===== src/rtl/fifo_pkg.sv =====
`default_nettype none
// =============================================================================
// fifo_pkg : shared sizing helpers and the parameter-legality check for fifo_*.
// Rev 1.0
// =============================================================================
`ifndef FIFO_PKG_MACROS
`define FIFO_PKG_MACROS
// Fails elaboration unless DEPTH is a power of two >= 2 and 0 <= AE < AF <= DEPTH.
`define FIFO_PARAM_CHECK(DEPTH_P, AF_P, AE_P) \
  if (((DEPTH_P) < fifo_pkg::FIFO_MIN_DEPTH) || ((((DEPTH_P) & ((DEPTH_P) - 1))) != 0) || \
      ((AE_P) < 0) || ((AE_P) >= (AF_P)) || ((AF_P) > (DEPTH_P))) begin : g_param_fail \
    $fatal(1, "fifo: illegal DEPTH/AF_LEVEL/AE_LEVEL combination"); \
  end
`endif

package fifo_pkg;

  localparam int FIFO_MIN_DEPTH = 2;

  function automatic int ptr_w(input int depth);
    return $clog2(depth);
  endfunction

  // One extra bit so the occupancy can represent DEPTH itself.
  function automatic int cnt_w(input int depth);
    return $clog2(depth) + 1;
  endfunction

endpackage

`default_nettype wire


===== src/rtl/fifo_sdp_ram.sv =====
`default_nettype none
// =============================================================================
// fifo_sdp_ram : simple dual-port WIDTH x DEPTH RAM, synchronous write,
//                registered read with read-enable. Rev 1.0
// =============================================================================
module fifo_sdp_ram
  import fifo_pkg::*;
#(
  parameter int WIDTH = 8,
  parameter int DEPTH = 64
) (
  input  logic                    clk,
  input  logic                    rst_n,
  input  logic                    we,
  input  logic [ptr_w(DEPTH)-1:0] waddr,
  input  logic [WIDTH-1:0]        wdata,
  input  logic                    re,
  input  logic [ptr_w(DEPTH)-1:0] raddr,
  output logic [WIDTH-1:0]        rdata
);

  logic [WIDTH-1:0] mem_q [DEPTH];
  logic [WIDTH-1:0] rdata_q;
  logic [WIDTH-1:0] rdata_d;

  // Array kept free of reset so it maps onto block RAM.
  always_ff @(posedge clk) begin
    if (we) begin
      mem_q[waddr] <= wdata;
    end
  end

  always_comb begin
    rdata_d = rdata_q;
    if (re) begin
      rdata_d = mem_q[raddr];
    end
  end

  always_ff @(posedge clk or negedge rst_n) begin
    if (!rst_n) begin
      rdata_q <= '0;
    end else begin
      rdata_q <= rdata_d;
    end
  end

  assign rdata = rdata_q;

endmodule

`default_nettype wire


===== src/rtl/fifo_sync_param.sv =====
`default_nettype none
// =============================================================================
// fifo_sync_param : single-clock FIFO with threshold flags, sticky errors and
//                   rd_valid. Define FIFO_HWM_EN to add the buf_hwm output.
// Rev 1.0
// =============================================================================
module fifo_sync_param
  import fifo_pkg::*;
#(
  parameter int WIDTH    = 8,
  parameter int DEPTH    = 64,
  parameter int AF_LEVEL = 56,
  parameter int AE_LEVEL = 8
) (
  input  logic                    clk,
  input  logic                    rst_n,
  input  logic [WIDTH-1:0]        buf_in,
  input  logic                    wr_en,
  input  logic                    rd_en,
  input  logic                    err_clr,
  output logic [WIDTH-1:0]        buf_out,
  output logic                    rd_valid,
  output logic                    buf_empty,
  output logic                    buf_full,
  output logic                    buf_almost_empty,
  output logic                    buf_almost_full,
  output logic                    overflow,
  output logic                    underflow,
`ifdef FIFO_HWM_EN
  output logic [cnt_w(DEPTH)-1:0] buf_hwm,
`endif
  output logic [cnt_w(DEPTH)-1:0] fifo_counter
);

  localparam int CNT_W = cnt_w(DEPTH);
  localparam int PTR_W = ptr_w(DEPTH);

  `FIFO_PARAM_CHECK(DEPTH, AF_LEVEL, AE_LEVEL)

  logic [PTR_W-1:0] wr_ptr_q, wr_ptr_d;
  logic [PTR_W-1:0] rd_ptr_q, rd_ptr_d;
  logic [CNT_W-1:0] count_q, count_d;
  logic             rd_valid_q, rd_valid_d;
  logic             overflow_q, overflow_d;
  logic             underflow_q, underflow_d;
  logic             wr_acc;
  logic             rd_acc;

  assign buf_empty        = (count_q == '0);
  assign buf_full         = (count_q == CNT_W'(DEPTH));
  assign buf_almost_empty = (count_q <= CNT_W'(AE_LEVEL));
  assign buf_almost_full  = (count_q >= CNT_W'(AF_LEVEL));

  assign wr_acc = wr_en & ~buf_full;
  assign rd_acc = rd_en & ~buf_empty;

  always_comb begin
    wr_ptr_d    = wr_ptr_q;
    rd_ptr_d    = rd_ptr_q;
    count_d     = count_q;
    rd_valid_d  = rd_acc;
    overflow_d  = overflow_q;
    underflow_d = underflow_q;

    if (wr_acc) wr_ptr_d = wr_ptr_q + PTR_W'(1);
    if (rd_acc) rd_ptr_d = rd_ptr_q + PTR_W'(1);

    case ({wr_acc, rd_acc})
      2'b10:   count_d = count_q + CNT_W'(1);
      2'b01:   count_d = count_q - CNT_W'(1);
      default: count_d = count_q;
    endcase

    // Set takes priority over a same-cycle clear.
    if (err_clr) begin
      overflow_d  = 1'b0;
      underflow_d = 1'b0;
    end
    if (wr_en & buf_full)  overflow_d  = 1'b1;
    if (rd_en & buf_empty) underflow_d = 1'b1;
  end

  always_ff @(posedge clk or negedge rst_n) begin
    if (!rst_n) begin
      wr_ptr_q    <= '0;
      rd_ptr_q    <= '0;
      count_q     <= '0;
      rd_valid_q  <= 1'b0;
      overflow_q  <= 1'b0;
      underflow_q <= 1'b0;
    end else begin
      wr_ptr_q    <= wr_ptr_d;
      rd_ptr_q    <= rd_ptr_d;
      count_q     <= count_d;
      rd_valid_q  <= rd_valid_d;
      overflow_q  <= overflow_d;
      underflow_q <= underflow_d;
    end
  end

  fifo_sdp_ram #(
    .WIDTH (WIDTH),
    .DEPTH (DEPTH)
  ) u_ram (
    .clk   (clk),
    .rst_n (rst_n),
    .we    (wr_acc),
    .waddr (wr_ptr_q),
    .wdata (buf_in),
    .re    (rd_acc),
    .raddr (rd_ptr_q),
    .rdata (buf_out)
  );

  assign rd_valid     = rd_valid_q;
  assign overflow     = overflow_q;
  assign underflow    = underflow_q;
  assign fifo_counter = count_q;

`ifdef FIFO_HWM_EN
  logic [CNT_W-1:0] hwm_q, hwm_d;
  logic [CNT_W-1:0] hwm_base;

  // A clear restarts tracking from the count being loaded this edge.
  always_comb begin
    hwm_base = err_clr ? '0 : hwm_q;
    hwm_d    = (count_d > hwm_base) ? count_d : hwm_base;
  end

  always_ff @(posedge clk or negedge rst_n) begin
    if (!rst_n) begin
      hwm_q <= '0;
    end else begin
      hwm_q <= hwm_d;
    end
  end

  assign buf_hwm = hwm_q;
`endif

endmodule

`default_nettype wire

===== config.mk =====
export PLATFORM = sky130hd
export DESIGN_NAME = fifo_sync_param
export DESIGN_NICKNAME = d
export VERILOG_FILES = /design/src/rtl/fifo_pkg.sv /design/src/rtl/fifo_sdp_ram.sv /design/src/rtl/fifo_sync_param.sv
export SDC_FILE = /design/constraint.sdc
export NUM_CORES = 1
export LEC_CHECK = 0
export CORE_MARGIN = 5
export CORE_UTILIZATION = 54
export DETAILED_ROUTE_END_ITERATION = 10
export DONT_BUFFER_PORTS = 1
export GPL_TIMING_DRIVEN = 0
export PLACE_DENSITY = 0.73
export SYNTH_ARGS = -nofsm -noshare
export SYNTH_HDL_FRONTEND = slang
export SYNTH_HIERARCHICAL = 1
export SYNTH_SLANG_ARGS = --single-unit
export TNS_END_PERCENT = 50

===== constraint.sdc =====
create_clock -name clk -period 6.9 [get_ports clk]
set_input_delay 0 -clock clk [delete_from_list [all_inputs] [get_ports clk]]
set_output_delay 0 -clock clk [all_outputs]
set_load 0.05 [all_outputs]

==> key figures <==
Logic synthesis
  • Syn_area_per_cell: 20.3 µm²
  • Most numerous cell in the Yosys netlist: edfxtp_1
  • Post-synth cell types: 47
  • Ys Warns: 6
  • Yosys reg bits: 542
  • Post-synth top cells: edfxtp_1 (512), mux4_2 (120), nor2_1 (79)
  • Area fraction of the dominant cell type after synthesis: 0.717
  • Synth Cell Area: 0.0214 mm²
  • Post-synth EDFFs: 512
  • Top FF cell, synth: edfxtp_1
  • Synth Instances: 1054
  • Syn Nets: 1076
  • Register area share after synthesis: 0.752
  • Yosys top cell by area: edfxtp_1
  • Async SR Flop Fraction: 0.0554
  • Largest cells by area after synthesis: edfxtp_1 (72%), mux4_2 (13%), dfrtp_1 (3.5%)

Clocking
  • Postcts setup bufs: 0
  • CTS buffer count: 53
  • Clock latency on the worst-skew pair: 0.59 ns
  • Depth of the CTS H-tree: 2
  • CTS tree: yes
  • Post-CTS Resized: 0
  • Hold bufs inserted after CTS: 24
  • Sink Count: 542
  • Root Buffer: clkbuf_16
  • Clk slew on worst S/H paths: 0.06 ns
  • Clk buf depth: 3

Setup path
  • CP max FO: 10
  • Critical Path RT: 7.40 ns
  • Crit. End Element: flop
  • Critical path type: flop to flop
  • Crit path DAT: 4.31 ns
  • Startpoint Class: flop
  • Reg-to-reg slack, setup: 3.09 ns

Placed design
  • Port Buffers: 0
  • GPL Wtd Cong: 0.816
  • Placed insts: 1579
  • Post-detail-place hpwl: 27600 µm
  • Pre-CTS setup slack: 3.11 ns

Detailed routing
  • Detailed Route WL: 45300 µm
  • Drt via density: 6.19
  • WL per Instance: 26.7 µm
  • Remaining antenna violation count after routing: 0
  • Via count: 10524
  • Drt first pass iters: 5
  • DR iter-0 viols: 1025
  • DRC: 0

Pwr
  • Combinational share of power: 0.288
  • Leak: 7.80 nW
  • Power density over the cells: 402 mW/mm²
  • Clk pwr share: 0.290
  • Flop pwr share: 0.422
  • Maximum VDD drop: 0.000292 V
  • Sw frac: 0.317
  • Switching power: 3.09 mW
  • Internal: 6.64 mW

Global routing
  • Largest net degree at the start of global routing: 65
  • Initial antenna violation count: 1
  • First-pass GRT wire length: 68000 µm
  • GRT Overall Usage: 0.208
  • Global route overflow: 0
  • Vias in the first global route: 10737

Die
  • IO Pins: 35
  • Core ar.: 0.0395 mm²
  • Die height: 209 µm
  • Die area: 0.0438 mm²
  • Die X: 209 µm
  • Starting density of the core: 0.542
  • Num rows: 73

Run
  • Max-cap viol count: 0

Finish
  • Footprint of the multi-input gates: 0.00499 mm²
  • Fin nets: 1155
  • Syn-to-layout area delta: 12.9%
  • Final std cells w/o fill: 1699
  • Register Area: 0.0161 mm²
  • Ant diodes: 0
  • Layout Utilization: 0.612
  • # fillers: 2711
  • Layout cells sized above 1: 0.228

Timing
  • Slew @ Worst Pin: 1.23 ns
  • Post-route setup slack: 3.09 ns
  • Achievable frequency: 0.262 GHz
  • Fin crit period: 3.81 ns
  • Final Max Tran Viols: 0
  • Clk_skew: 0.0156 ns
  • Setup-failing EPs final: 0
  • Slew Limit Headroom: 0.173
  • RSZ-0062 raised after global routing: no
  • Hold WS: 0.210 ns
  • Setup TNS: 0 ns
  • Hold Fails Final Rpt: 0
  • Post-route clock period utilization: 0.552

Run status
  • Status: finished, final reports clean

Min path
  • Min-Delay Path Class: input pin to flop
## stage by stage
step / total power, mW / instance area [µm²]
CTS: 9.77 / 24200
detailed placement: 6.87 / 22100
floorplan: 6.07 / 21400
global placement: 6.82 / 22100
finish: 9.73 / 24200
global route: 10.1 / 24200
## power groups by stage
stage                     Combinational, mW  Sequential (mW)  Clock [mW]
after floorplan                        1.96             4.11           0
after global placement                 2.65             4.16           0
after detailed placement               2.69             4.18           0
after CTS                              2.79             4.11        2.87
after global routing                   2.98             4.13        3.02
final                                  2.80             4.10        2.83
## per-layer routing
layer | routed length (µm) | share of wire | vias up | global-route usage
met5 | 0 | 0 | - | 0
met4 | 1020 | 0.022 | 0 | 0.0522
met3 | 3550 | 0.078 | 75 | 0.0508
met2 | 22700 | 0.50 | 431 | 0.343
met1 | 18100 | 0.40 | 5533 | 0.286
li1 | - | - | 4485 | -
## path summary, 6_finish.rpt
| check | startpoint | cells past startpoint | to |
|---|---|---|---|
| min in group asynchronous | rst_n | 4 | rd_valid$_DFF_PN0_ |
| hold / removal | err_clr | 3 | underflow$_DFFE_PN0P_ |
| max in group asynchronous | rst_n | 4 | u_ram/rdata[5]$_DFFE_PN0P_ |
| setup reg to reg | fifo_counter[0]$_DFFE_PN0P_ | 9 | fifo_counter[6]$_DFFE_PN0P_ |
| setup / recovery | fifo_counter[0]$_DFFE_PN0P_ | 9 | fifo_counter[6]$_DFFE_PN0P_ |
| hold reg to reg | rd_ptr_q[4]$_DFFE_PN0P_ | 1 | rd_ptr_q[4]$_DFFE_PN0P_ |
## flip-flops by register name, indices dropped and copies added (netlist names)
register	count
underflow	1
u_ram/rdata	8
rd_valid	1
overflow	1
fifo_counter	7
rd_ptr_q	6
wr_ptr_q	6
u_ram/mem_q	512
## critical path, cell delays in order, from the launching register on
cell	delay [ns]
dfrtp_1	0.62
or4_4	0.68
o21ai_1	0.39
inv_1	0.24
ha_1	0.37
ha_1	0.38
nor2b_1	0.17
o31a_1	0.29
or4_1	0.51
o211ai_1	0.09
## kinds of logic after synthesis
logic type               count (synthesis)  share of synthesized area
AO/OA/AOI/OAI                           70                     0.0255
XOR/XNOR                                14                    0.00572
adder cells (fa/ha/maj)                  9                    0.00560
buffers and inverters                   73                     0.0159
flip-flops                             542                      0.752
multiplexers                           196                      0.164
AND/OR/NAND/NOR                        150                     0.0319
## layout by cell type, fill, tap and decap left out, drive strengths merged, types with 4 or more instances in the layout
cell,n
xnor2,6
nand3,20
dfrtp,30
a221oi,8
xor2,8
nand2,18
ha,8
o21ai,7
nand2b,5
buf,42
inv,21
clkbuf,90
a21oi,4
bufinv,5
edfxtp,512
dlygate4sd3,14
nor3,6
mux2i,42
clkinv,19
o22ai,8
or3,4
nor2,79
mux4,120
nor2b,6
o221ai,16
a22oi,16
mux2,34
## layout make-up
cell class,count,area share
Sequential cell,542,0.666
Clock inverter,29,0.0114
Tap cell,525,0.0271
Multi-Input combinational cell,439,0.206
Timing Repair Buffer,24,0.0165
Buffer,55,0.0113
Clock buffer,67,0.0587
Inverter,18,0.00279
No activity file was read; power rests on OpenSTA's default activity.
